`src/rtl/fibo_bcd_converter.sv`:
```
// Captures the calculator's 16-bit result on a rising result_ready and converts it to 5 packed BCD digits (double-dabble).
// Define SEVEN_SEG_EN to add the registered active-low seven-segment output seg_n.
module fibo_bcd_converter (
  input  logic        clk,
  input  logic        reset,
  input  logic [15:0] bin_in,
  input  logic        result_ready,
  output logic [19:0] bcd_out,
  output logic        valid,
  output logic        busy
`ifdef SEVEN_SEG_EN
  ,
  output logic [34:0] seg_n
`endif
);

  localparam int unsigned BIN_W   = 16;
  localparam int unsigned DIGITS  = 5;
  localparam int unsigned BCD_W   = 4 * DIGITS;
  localparam int unsigned SHIFT_W = BCD_W + BIN_W;
  localparam int unsigned CNT_W   = 5;

  typedef enum logic [1:0] {IDLE, SHIFT, DONE} state_t;

  state_t               state, state_d;
  logic [SHIFT_W-1:0]   shift, shift_d, shift_adj;
  logic [CNT_W-1:0]     cnt, cnt_d;
  logic [BCD_W-1:0]     bcd_d;
  logic                 valid_d;
  logic                 busy_d;
  logic                 ready_q;
  logic                 start;

  // Only a genuine 0->1 transition seen while idle starts a conversion
  assign start = result_ready && !ready_q && (state == IDLE);

  // Add-3 correction on every BCD nibble that is 5 or more
  always_comb begin
    shift_adj = shift;
    for (int i = 0; i < int'(DIGITS); i++) begin
      if (shift[BIN_W + 4*i +: 4] >= 4'd5)
        shift_adj[BIN_W + 4*i +: 4] = shift[BIN_W + 4*i +: 4] + 4'd3;
    end
  end

  // Next-state and datapath next values
  always_comb begin
    state_d = state;
    shift_d = shift;
    cnt_d   = cnt;
    bcd_d   = bcd_out;
    valid_d = 1'b0;
    case (state)
      IDLE: begin
        if (start) begin
          shift_d = {BCD_W'(0), bin_in};
          cnt_d   = CNT_W'(0);
          state_d = SHIFT;
        end
      end
      SHIFT: begin
        shift_d = {shift_adj[SHIFT_W-2:0], 1'b0};
        cnt_d   = cnt + CNT_W'(1);
        if (cnt == CNT_W'(BIN_W - 1))
          state_d = DONE;
      end
      DONE: begin
        bcd_d   = shift[SHIFT_W-1:BIN_W];
        valid_d = 1'b1;
        state_d = IDLE;
      end
      default: state_d = IDLE;
    endcase
    busy_d = (state_d != IDLE);
  end

  always_ff @(posedge clk) begin
    if (reset) begin
      state   <= IDLE;
      shift   <= '0;
      cnt     <= '0;
      bcd_out <= '0;
      valid   <= 1'b0;
      busy    <= 1'b0;
      ready_q <= 1'b1;
    end else begin
      state   <= state_d;
      shift   <= shift_d;
      cnt     <= cnt_d;
      bcd_out <= bcd_d;
      valid   <= valid_d;
      busy    <= busy_d;
      ready_q <= result_ready;
    end
  end

`ifdef SEVEN_SEG_EN
  localparam int unsigned SEG_W = 7;

  logic [SEG_W*DIGITS-1:0] seg_d;
  logic                    leading;

  function automatic logic [SEG_W-1:0] seg7(input logic [3:0] d);
    case (d)
      4'd0:    seg7 = 7'h40;
      4'd1:    seg7 = 7'h79;
      4'd2:    seg7 = 7'h24;
      4'd3:    seg7 = 7'h30;
      4'd4:    seg7 = 7'h19;
      4'd5:    seg7 = 7'h12;
      4'd6:    seg7 = 7'h02;
      4'd7:    seg7 = 7'h78;
      4'd8:    seg7 = 7'h00;
      4'd9:    seg7 = 7'h10;
      default: seg7 = 7'h7F;
    endcase
  endfunction

  // Decode from the next bcd value so seg_n moves on the same edge as bcd_out
  always_comb begin
    seg_d   = '0;
    leading = 1'b1;
    for (int i = int'(DIGITS) - 1; i >= 1; i--) begin
      if (leading && (bcd_d[4*i +: 4] == 4'd0)) begin
        seg_d[SEG_W*i +: SEG_W] = 7'h7F;
      end else begin
        leading                 = 1'b0;
        seg_d[SEG_W*i +: SEG_W] = seg7(bcd_d[4*i +: 4]);
      end
    end
    seg_d[SEG_W-1:0] = seg7(bcd_d[3:0]);
  end

  always_ff @(posedge clk) begin
    if (reset)
      seg_n <= {7'h7F, 7'h7F, 7'h7F, 7'h7F, 7'h40};
    else
      seg_n <= seg_d;
  end
`endif

endmodule

```
`config.mk`:
```
export PLATFORM = sky130hd
export DESIGN_NAME = fibo_bcd_converter
export DESIGN_NICKNAME = d
export VERILOG_FILES = /design/src/rtl/fibo_bcd_converter.sv
export SDC_FILE = /design/constraint.sdc
export NUM_CORES = 1
export LEC_CHECK = 0
export BUFFER_PORTS_ARGS = -buffer_cell sky130_fd_sc_hd__buf_2
export CORE_ASPECT_RATIO = 1.2
export CORE_UTILIZATION = 56
export DETAILED_ROUTE_END_ITERATION = 7
export PLACE_DENSITY = 0.76
export SYNTH_ARGS = -nofsm -noshare
export SYNTH_HDL_FRONTEND = slang
export SYNTH_SLANG_ARGS = --single-unit
```
`constraint.sdc`:
```
create_clock -name clk -period 1.9 [get_ports clk]
set_input_delay 0.19 -clock clk [delete_from_list [all_inputs] [get_ports clk]]
set_output_delay 0.19 -clock clk [all_outputs]
set_load 0.1 [all_outputs]
```
-- Word level (Yosys, flattened, before mapping)
Index checks and enable logic that the tools add are counted.
- $add $sub $neg: 6
- order comparisons: 5
- equality and inequality tests: 4
- mux-type cells: 13
- reduce and logical (&&, ||, !) cells: 7
- operators with widths (kind ; count):
    case mux 36 bit (2 select lines) ; 1
    2-to-1 mux 36 bit ; 1
    >= comparator 4 x 3 -> 1 bit, second input constant ; 5
    adder 4 x 2 -> 4 bit, second input constant ; 4
    2-to-1 mux 4 bit ; 4
    case mux 5 bit (2 select lines) ; 1
    adder 5 x 1 -> 5 bit, second input constant ; 1
    equality test 5 x 4 -> 1 bit, second input constant ; 1
    2-to-1 mux 5 bit ; 1
    2-to-1 mux 2 bit ; 2
    case mux 2 bit (2 select lines) ; 1
    nonzero test 2 bit ; 2
    adder 3 x 2 -> 3 bit, second input constant ; 1
    2-to-1 mux 3 bit ; 1
    equality test 2 x 1 -> 1 bit, second input constant ; 1
    equality test 2 bit, second input constant ; 1
    logical AND 1 bit ; 2
    logical NOT 2 bit ; 1
    != test 2 bit, second input constant ; 1
    AND reduction 2 bit ; 1
    logical NOT 1 bit ; 1
    2-to-1 mux 1 bit ; 1
- register bits after elaboration: 66
- bits of input ports: 19
- output and inout bits: 22
- logic and storage cells: 42

-- Depth between registers and ports, before layout
Gate-level depths: netlist of run 1.
- depth in word-level cells: 6
- gate-level depth with buffers: 6
- gate-level depth less buffers: 6

-- Worst setup path after synthesis of run 1
Ideal clock, no wire load.
- path type: register -> register
- start point: reg state[0]
- end point: reg shift[10]
- library setup time: 0.117 ns
- data arrival time: 1.329 ns
- data required time: 1.783 ns
- slack: 0.453 ns
- stages on the path, launching flop included: 6
- path buffers: 2
- clock period less this slack: 1.447 ns
- cells stage by stage: dfxtp_1 > or4b_1 > buf_6 > buf_12 > o221ai_2 > nor2_1
- cells in the longest elaborated chain, start to end: 4
- elaborated cells on any way between the ends: 7
- those cells by class: 2 x eq/ne; 1 x mux; 4 x reduce/logical
- RTL lines (element ; line ; source):
    start, declared ; 25 ; state_t state, state_d;
    start signal, assigned ; 87 ; state <= state_d;
    logical NOT 2 bit ; 35, 53 ;
    logical AND 1 bit ; 35 ; assign start = result_ready && !ready_q && (state == IDLE);
    != test 2 bit (no line) ; -- ;
    AND reduction 2 bit (no line) ; -- ;
    end signal, assigned ; 88 ; shift <= shift_d;
    end, declared ; 26 ; logic [SHIFT_W-1:0] shift, shift_d, shift_adj;
Several ways; a longest one is shown, not always the timed one.
A chain may end at the register's enable or synchronous reset.

-- Worst setup path in the final report of run 1
- start point: reg shift[29]
- end point: reg shift[30]
- cells in the longest elaborated chain, start to end: 3
- elaborated cells on any way between the ends: 4
- those cells by class: 1 x add/sub; 1 x order compare; 2 x mux
- RTL lines (element ; line ; source):
    adder 4 x 2 -> 4 bit / >= comparator 4 x 3 -> 1 bit (equally long branches) ; 42, 41 ;
    2-to-1 mux 4 bit (*) ; 41 ; if (shift[BIN_W + 4*i +: 4] >= 4'd5)
    case mux 36 bit (2 select lines) (*) ; 53 ; case (state)
Every way passes the cells marked *; elsewhere a longest branch is shown, timed or not.

==> results.md, run 1 <==
- Vias in the first global route: ~2300
- Total setup buffers inserted after CTS: 0
- Synth warn: 0
- Layout Cells excl Fill: 434
- Vias/cell: 5.537
- Initial antenna violation count: 0
- Syn_nets: 354
- Yosys top cell by area: dfxtp_1
- Final hold vios: 0
- Status: complete, no violations
- Fin worst setup slack: a little under 300 ps
- LEAKAGE: ~1.4 nW
- CTS H-Tree Depth: 3
- PostCTS Resize Cnt: 0
- Sequential fraction of the synthesis area: 46.34%
- Register Area: 1321 µm²
- Drt first pass iters: 5
- CP Class: reg -> reg
- GPL Wtd Cong: 0.8355
- EDFF count, synth: 0
- Nets: 400
- Via count: 2403
- Die X-Extent: approximately 67 µm
- Synth cell types: 39
- Synth top area share: a little under half
- Hold WC Path Type: in -> reg
- Tot GR Track Use: 24.02%
- Commonest non-fill, non-tap cell in the layout: dfxtp_1
- Syn Inst Count: approximately 320
- Crit path DAT: 1840 ps
- P&R area growth vs syn: 20.10%
- PD cells: 970.5 nW/µm²
- RSZ-0062 raised after global routing: false
- Primary flip-flop cell chosen by synthesis mapping: dfxtp_1
- Setup violators final: 0
- Starting Density: 58.14%
- Worst path required time: around 2100 ps
- Fmax: a little over 600 MHz
- Largest net degree at the start of global routing: 20
- Max-cap viol count: 0
- CP startpoint kind: flip-flop
- Placed Cells incl. Taps: ~420
- I/O Buffers: 40
- Worst-path fanout max: 5
- Die Ht: roughly 80 µm
- Slew @ Worst Pin: just under 500 ps
- Total CTS buffers: 9
- Dpl ws: 325.7 ps
- HPWL Detailed: 3.840 mm
- Slew Limit Headroom: approximately two thirds
- Hold Buf Count CTS: 0
- Critical Path End Type: flip-flop
- TNS Setup: 0 ps
- Ys async rst share: 0%
- Period utilization: 84.57%
- Fraction of layout cells with a size suffix above 1: 22.73%
- Synthesis-stage register bit count: 66
- Final wirelength: 5.735 mm
- Core area: 4905 µm²
- Worst-path clk slew: 70 ps
- Die Area: 5383 µm²
- CTS Buffer Depth: 2
- Top cells by area, synth: dfxtp_1, a21oi_1, nor2_1
- Grt total ovfl: 0
- Area of the multi-input gates: roughly 1400 µm²
- Minimum clock period after layout: 1607 ps
- IO Count: 41
- N_diodes: 0
- Area of the mapped netlist: 2851 µm²
- CTS tree: done
- WL/cell: 13.21 µm
- Final Skew: 7.914 ps
- Iteration-0 DRC Markers: 162
- Remaining DRCs: 0
- VDD IR max: 1.030 mV
- DP Area: 3136 µm²
- # fillers: 406
- Sink Count: 66
- Later-pin clock latency in the skew report: 350 ps
- Power Total: 0.003323 W
- Syn avg cell area: 8.828 µm²
- Cell row count: 28
- Clock root cell: clkbuf_8
- First-pass GRT wire length: 9.632 mm
- Post-DRT Antenna Nets: 0
- Commonest cells after routing, fill and taps aside: dfxtp_1, nor2_1, nand2_1
- Fin. max-slew vios: 0
- Fin area: 3425 µm²
[synth_stat cells, types with 2 or more instances]
| library cell | n |
|---|---|
| a21oi_1 | 33 |
| a22o_1 | 10 |
| a22oi_1 | 2 |
| a311o_1 | 4 |
| and3_1 | 2 |
| and4_1 | 4 |
| buf_1 | 2 |
| buf_2 | 4 |
| clkbuf_1 | 12 |
| dfxtp_1 | 66 |
| ha_1 | 12 |
| inv_1 | 12 |
| nand2_1 | 42 |
| nand2b_1 | 6 |
| nand3_1 | 6 |
| nor2_1 | 44 |
| nor2_2 | 2 |
| nor2b_1 | 2 |
| nor3_1 | 6 |
| nor4_1 | 4 |
| o21ai_0 | 10 |
| o221ai_1 | 8 |
| o221ai_2 | 7 |
| xnor2_1 | 5 |
| xor2_1 | 4 |
[registers in the layout, indices dropped and copies added (netlist names)]
signal,count
shift,36
bcd_out,20
cnt,5
state,2
busy,1
ready_q,1
valid,1
[area by class of cell]
cell class	count	area share [%]
repair buffers	55	9.134
well taps	60	2.192
clock inverters	7	4.823
inverters	13	1.425
multi-input cells	224	40.23
flip-flops and latches	66	38.58
clock buffers	9	3.617
[path summary, 6_finish.rpt]
check          startpoint           to  slack, ps  cells after the start
max             shift[29]    shift[30]        290                      6
min          result_ready      ready_q         60                      2
max reg2reg     shift[29]    shift[30]        290                      6
min reg2reg   bcd_out[10]  bcd_out[10]        450                      2
[per-layer routing]
layer | part of all wire (%) | global-route usage [%]
met5 | 0 | 0
met4 | 2.3 | 15.11
met3 | 4.1 | 6.534
met2 | 50 | 38.30
met1 | 44 | 27.85
[metrics by stage]
step | utilization (%) | hold WS (ps)
2_1_floorplan | - | 296.6
3_3_place_gp | 63.93 | 411.5
3_5_place_dp | 63.93 | 412.1
4_1_cts | 69.82 | 49.05
5_1_grt | 69.82 | 74.86
6_report | 69.82 | 58.40
[cells by family (layout without fill, tap and decap cells)]
kind of cell,after synthesis,in the layout,synth area share [%]
adder cells (fa/ha/maj),12,12,5.265
AND/OR/NAND/NOR,123,123,19.48
multiplexers,2,2,0.7459
XOR/XNOR,9,9,2.764
AO/OA/AOI/OAI,78,78,20.05
buffers and inverters,33,84,5.353
flip-flops,66,66,46.34
[power breakdown]
group          leakage, nW  internal (W)  switching, W
Sequential           0.535       0.00142     0.0000210
Combinational        0.684     0.0000756      0.000117
Clock                0.136       0.00114      0.000557
Total                 1.35       0.00263      0.000695
[worst max-delay path, stage by stage, from the launching register on]
cell,delay (ps)
dfxtp_1,390
inv_1,90
ha_1,190
nand2b_1,140
a21oi_1,290
nor4_1,90
a311o_1,320
No activity file was read; power rests on OpenSTA's default activity.
==> run 2, diff against run 1 <==
==> constraint.sdc (replaced) <==
create_clock -name clk -period 1.6 [get_ports clk]
set_input_delay 0.16 -clock clk [delete_from_list [all_inputs] [get_ports clk]]
set_output_delay 0.16 -clock clk [all_outputs]
set_load 0.1 [all_outputs]
==> run 2 against run 1 <==
  * First-iteration DRC count shrank 53%
  * Register-to-register slack lost 190 ps
  * Final area shrank 0.99%
  * Combinational power grew 23%
  * Maximum frequency grew 7.6%
  * Worst setup slack lost 190 ps
  * Global-route usage shrank 0.11 points
  * Cell count grew 0.92%
==> results.md, run 2 (synthesis gave the netlist of run 1 again) <==
- Vias in the first global route: 2234 (was 2250)
- Area of the multi-input gates: 1393 µm² (was 1378 µm²)
- Fraction of layout cells with a size suffix above 1: 24.60% (was 22.73%)
- Minimum clock period after layout: 1494 ps (was 1607 ps)
- First-pass GRT wire length: 9.618 mm (was 9.632 mm)
- Layout Cells excl Fill: 438 (was 434)
- Placed Cells incl. Taps: 422 (was 418)
- Dpl ws: 25.73 ps (was 325.7 ps)
- Worst-path fanout max: 6 (was 5)
- Total setup buffers inserted after CTS: 0 (unchanged)
- Largest register by flop count: shift (unchanged)
- Total CTS buffers: 9 (unchanged)
- Via count: 2375 (was 2403)
- # fillers: 421 (was 406)
- Critical Path End Type: flip-flop (unchanged)
- CTS Buffer Depth: 2 (unchanged)
- I/O Buffers: 40 (unchanged)
- Final Skew: 7.908 ps (was 7.914 ps)
- HPWL Detailed: 3.874 mm (was 3.840 mm)
- VDD IR max: 0.9660 mV (was 1.030 mV)
- DP Area: 3191 µm² (was 3136 µm²)
- Cell row count: 28 (unchanged)
- IO Count: 41 (unchanged)
- Crit path DAT: 1720 ps (was 1840 ps)
- Die X-Extent: 67.14 µm (unchanged)
- Util after Layout: 69.13% (was 69.82%)
- CP Cell Sequence: inv_1 > ha_1 > nand2b_1 > a21oi_2 > and4_1 > a311o_1 (was inv_1 > ha_1 > nand2b_1 > a21oi_1 > nor4_1 > a311o_1)
- Slew @ Worst Pin: 501.0 ps (was 489.4 ps)
- Fin worst setup slack: 106.3 ps (was 293.2 ps)
- TNS Setup: 0 ps (unchanged)
- Remaining DRCs: 0 (unchanged)
- Biggest regs: shift (36), bcd_out (20), cnt (5) (unchanged)
- Nets: 404 (was 400)
- Iteration-0 DRC Markers: 76 (was 162)
- CP startpoint kind: flip-flop (unchanged)
- WL/cell: 13.33 µm (was 13.21 µm)
- RSZ-0062 raised after global routing: false (unchanged)
- Status: complete, no violations (unchanged)
- Max reg flops: 36 (unchanged)
- Commonest non-fill, non-tap cell in the layout: dfxtp_1 (unchanged)
- Max incr delay on CP: 430 ps (was 390 ps)
- CTS H-Tree Depth: 3 (unchanged)
- Max-cap viol count: 0 (unchanged)
- Register Area: 1324 µm² (was 1321 µm²)
- Slew Limit Headroom: 66.56% (was 67.34%)
- LEAKAGE: 1.349 nW (was 1.355 nW)
- N_diodes: 0 (unchanged)
- Commonest cells after routing, fill and taps aside: dfxtp_1, nor2_1, nand2_1 (unchanged)
- Worst path top cell family by delay: flip-flops (was compound AO/OA/AOI/OAI gates)
- Tot GR Track Use: 23.91% (was 24.02%)
- PD cells: 951.7 nW/µm² (was 970.5 nW/µm²)
- Worst path required time: 1820 ps (was 2140 ps)
- PostCTS Resize Cnt: 0 (unchanged)
- P&R area growth vs syn: 18.91% (was 20.10%)
- Drt first pass iters: 5 (unchanged)
- Largest net degree at the start of global routing: 43 (was 20)
- Vias/cell: 5.422 (was 5.537)
- Die Ht: 80.17 µm (unchanged)
- Post-DRT Antenna Nets: 0 (unchanged)
- Later-pin clock latency in the skew report: 340 ps (was 350 ps)
- Hold Buf Count CTS: 0 (unchanged)
- Fin. max-slew vios: 0 (unchanged)
- Bufs and invs on worst path: 1 (unchanged)
- Final wirelength: 5.838 mm (was 5.735 mm)
- Hold WC Path Type: in -> reg (unchanged)
- Grt total ovfl: 0 (unchanged)
- CTS tree: done (unchanged)
- Starting Density: 58.14% (unchanged)
- Clock root cell: clkbuf_8 (unchanged)
- Core area: 4905 µm² (unchanged)
- Worst path slowest cell: dfxtp_1 (unchanged)
- Sink Count: 66 (unchanged)
- Setup violators final: 0 (unchanged)
- GPL Wtd Cong: 0.8728 (was 0.8355)
- Worst-path clk slew: 70 ps (about the same)
- Period utilization: 93.36% (was 84.57%)
- Initial antenna violation count: 0 (unchanged)
- Die Area: 5383 µm² (unchanged)
- Fin area: 3391 µm² (was 3425 µm²)
- Fmax: 669.5 MHz (was 622.3 MHz)
- CP Class: reg -> reg (unchanged)
- Final hold vios: 0 (unchanged)
-- run 2: cell types whose count changed in the layout (fill, tap and decap cells not counted), sizes merged --
cell / delta
bufinv: -5
clkbuf: +5
buf: +4
clkinv: +2
clkinvlp: -2
-- run 2: path summary, 6_finish.rpt --
check	from	end	slack, ps	cells after the start
setup / recovery	shift[24]	shift[26]	110	6
hold / removal	result_ready	ready_q	40	2
setup reg to reg	shift[24]	shift[26]	110	6
hold reg to reg	bcd_out[10]	bcd_out[10]	450	2
-- run 2: cell type report --
type | count | area share, %
clock buffers | 14 | 5.092
clock inverters | 2 | 0.2952
inverters | 13 | 1.439
multi-input cells | 224 | 41.07
flip-flops and latches | 66 | 39.04
well taps | 60 | 2.214
repair buffers | 59 | 10.85
-- run 2: per-stage QoR --
step	total power, W	hold slack (ps)
5_1_grt	0.003354	27.55
4_1_cts	0.003262	27.35
3_3_place_gp	0.001976	375.4
6_report	0.003227	39.40
2_1_floorplan	0.001895	266.6
3_5_place_dp	0.001983	378.7
-- run 2: layer usage --
metal	vias to the layer above	routed length (µm)	global-route usage [%]
li1	1214	-	-
met2	48	2981	41.30
met5	-	0	0
met3	8	253	6.392
met1	1105	2513	26.98
met4	0	88	10.21
-- run 2: report_power, final --
group	total, W	switching, W	internal [W]
Combinational	0.000238	0.000141	0.0000968
Clock	0.00128	0.000596	0.000686
Sequential	0.00171	0.0000238	0.00168
Total	0.00323	0.000761	0.00247
==> run 3, diff against run 2 <==
--- a/config.mk
+++ b/config.mk
@@ -8,7 +8,9 @@
 export BUFFER_PORTS_ARGS = -buffer_cell sky130_fd_sc_hd__buf_2
 export CORE_ASPECT_RATIO = 1.2
 export CORE_UTILIZATION = 56
+export CTS_CLUSTER_DIAMETER = 60
 export DETAILED_ROUTE_END_ITERATION = 7
+export MAX_ROUTING_LAYER = met4
 export PLACE_DENSITY = 0.76
 export SYNTH_ARGS = -nofsm -noshare
 export SYNTH_HDL_FRONTEND = slang
==> run 3 against run 2 <==
  * Wire length increased by 0.39%
  * Die area did not move
  * Sequential power barely moved
  * Global-route usage up 0.64 points
  * Worst hold slack got worse by 0.72 ps
  * Utilization did not move
  * Sequential share of layout area unchanged
  * Clock power is essentially flat
  * Cell count unchanged
  * Non-clock buffer count is the same
  * Combinational power about the same
  * Power rose by 0.18%
  * Critical path type unchanged
==> results.md, run 3 (synthesis gave the netlist of run 1 again) <==
- P_sw: 0.0007673 W (was 0.0007615 W)
- Worst path slowest cell: dfxtp_1 (unchanged)
- Iteration-0 DRC Markers: 85 (was 76)
- Met3 Use GR: 6.392% (unchanged)
- Worst Reg2Reg Path Length in Cells: 6 (unchanged)
- Biggest regs: shift (36), bcd_out (20), cnt (5) (unchanged)
- Commonest cells after routing, fill and taps aside: dfxtp_1, nor2_1, nand2_1 (unchanged)
- Sink Count: 66 (unchanged)
- Placed Cells incl. Taps: 422 (unchanged)
- Worst-path fanout max: 6 (unchanged)
- Crit path DAT: 1720 ps (about the same)
- Critical Path End Type: flip-flop (unchanged)
- Later-pin clock latency in the skew report: 340 ps (about the same)
- Sequential share of power: 52.8% (was 52.9%)
- # fillers: 421 (unchanged)
- Met2 Usage GRT: 41.30% (unchanged)
- Initial antenna violation count: 0 (unchanged)
- Grt total ovfl: 0 (unchanged)
- First-pass GRT wire length: 9.632 mm (was 9.618 mm)
- CP startpoint kind: flip-flop (unchanged)
- Commonest non-fill, non-tap cell in the layout: dfxtp_1 (unchanged)
- Largest register by flop count: shift (unchanged)
- Clock root cell: clkbuf_8 (unchanged)
- Comb power frac: 7.4% (about the same)
- Via count: 2384 (was 2375)
- Util after Layout: 69.13% (unchanged)
- Fraction of layout cells with a size suffix above 1: 24.60% (unchanged)
- Worst-path clk slew: 70 ps (about the same)
- RSZ-0062 raised after global routing: false (unchanged)
- Die Area: 5383 µm² (unchanged)
- CP Cell Sequence: inv_1 > ha_1 > nand2b_1 > a21oi_2 > and4_1 > a311o_1 (unchanged)
- P&R area growth vs syn: 18.91% (unchanged)
- Vias/cell: 5.443 (was 5.422)
- CP Class: reg -> reg (unchanged)
- VDD IR max: 0.9729 mV (was 0.9660 mV)
- CTS Buffer Depth: 2 (unchanged)
- Grt peak-use layer: met2 (unchanged)
- Final hold vios: 0 (unchanged)
- Nets: 404 (unchanged)
- PD cells: 953.4 nW/µm² (was 951.7 nW/µm²)
- CTS tree: done (unchanged)
- Final Skew: 7.859 ps (was 7.908 ps)
- Drt first pass iters: 4 (was 5)
- Final wirelength: 5.861 mm (was 5.838 mm)
- Largest net degree at the start of global routing: 43 (unchanged)
- Met1 Use GR: 26.98% (unchanged)
- Die X-Extent: 67.14 µm (unchanged)
- CTS H-Tree Depth: 3 (unchanged)
- Setup violators final: 0 (unchanged)
- LEAKAGE: 1.349 nW (unchanged)
- Layout Cells excl Fill: 438 (unchanged)
- Switch share: 23.73% (was 23.60%)
- Period utilization: 93.21% (was 93.36%)
- Max-cap viol count: 0 (unchanged)
- Die Ht: 80.17 µm (unchanged)
- Post-DRT Antenna Nets: 0 (unchanged)
- GPL Wtd Cong: 0.8871 (was 0.8728)
- DP Area: 3191 µm² (unchanged)
- Cell row count: 28 (unchanged)
- Max incr delay on CP: 440 ps (was 430 ps)
- WL/cell: 13.38 µm (was 13.33 µm)
- Vias in the first global route: 2235 (was 2234)
- Status: complete, no violations (unchanged)
- N_diodes: 0 (unchanged)
- Pint: 0.002465 W (about the same)
- TNS Setup: 0 ps (unchanged)
- Minimum clock period after layout: 1491 ps (was 1494 ps)
- Total CTS buffers: 9 (unchanged)
- Remaining DRCs: 0 (unchanged)
- I/O Buffers: 40 (unchanged)
- PostCTS Resize Cnt: 0 (unchanged)
- Worst path required time: 1830 ps (was 1820 ps)
- Total setup buffers inserted after CTS: 0 (unchanged)
- Fin area: 3391 µm² (unchanged)
- Slew @ Worst Pin: 507.2 ps (was 501.0 ps)
- Clk network pwr share: 39.8% (was 39.7%)
- Core area: 4905 µm² (unchanged)
- Hold Path Depth: 2 (unchanged)
- Tot GR Track Use: 24.55% (was 23.91%)
- Max reg flops: 36 (unchanged)
- Fmax: 670.5 MHz (was 669.5 MHz)
- Hold WC Path Type: in -> reg (unchanged)
- Hold Buf Count CTS: 0 (unchanged)
- HPWL Detailed: 3.874 mm (unchanged)
- Fin. max-slew vios: 0 (unchanged)
- IO Count: 41 (unchanged)
- Slew Limit Headroom: 66.15% (was 66.56%)
- Starting Density: 58.14% (unchanged)
-- run 3: metal layers --
metal	routed length, µm	share of wire [%]	up-vias
met4	117	2.0	0
met3	199	3.4	8
met2	2913	50	45
met5	0	0	-
met1	2630	45	1115
li1	-	-	1216
-- run 3: layout make-up --
| type | instances | area, µm² | area share, % |
|---|---|---|---|
| Inverter | 13 | 48.80 | 1.439 |
| Multi-Input combinational cell | 224 | 1393 | 41.07 |
| Clock inverter | 2 | 10.01 | 0.2952 |
| Tap cell | 60 | 75.07 | 2.214 |
| Clock buffer | 14 | 172.7 | 5.092 |
| Timing Repair Buffer | 59 | 367.9 | 10.85 |
| Sequential cell | 66 | 1324 | 39.04 |
-- run 3: final timing paths --
kind                               endpoint    startpoint  slack [ps]
worst min-delay path                ready_q  result_ready          40
worst min register to register  bcd_out[10]   bcd_out[10]         450
worst max register to register    shift[18]     shift[16]         110
worst max-delay path              shift[18]     shift[16]         110
-- run 3: power by group through the flow --
stage               Sequential (W)  Combinational [W]  Clock (W)
finish                     0.00171           0.000238    0.00129
global route               0.00171           0.000263    0.00138
CTS                        0.00171           0.000241    0.00132
detailed placement         0.00174           0.000240          0
global placement           0.00174           0.000235          0
floorplan                  0.00175           0.000147          0
-- run 3: metrics by stage --
stage               worst slack (ps)  hold WS, ps  total power [W]
finish                         108.6        38.67         0.003233
global placement               105.3        375.4         0.001976
floorplan                      153.3        266.6         0.001895
CTS                            7.113        27.35         0.003262
detailed placement             25.73        378.7         0.001983
global route                   30.32        27.59         0.003354
-- run 3: worst max-delay path: cells and delay by family, from the launching register on --
family          cells  cell delay, ps
simple gates        2             300
flops               1             440
buf+inv             1              70
compound gates      2             340
fa+ha+maj           1             230
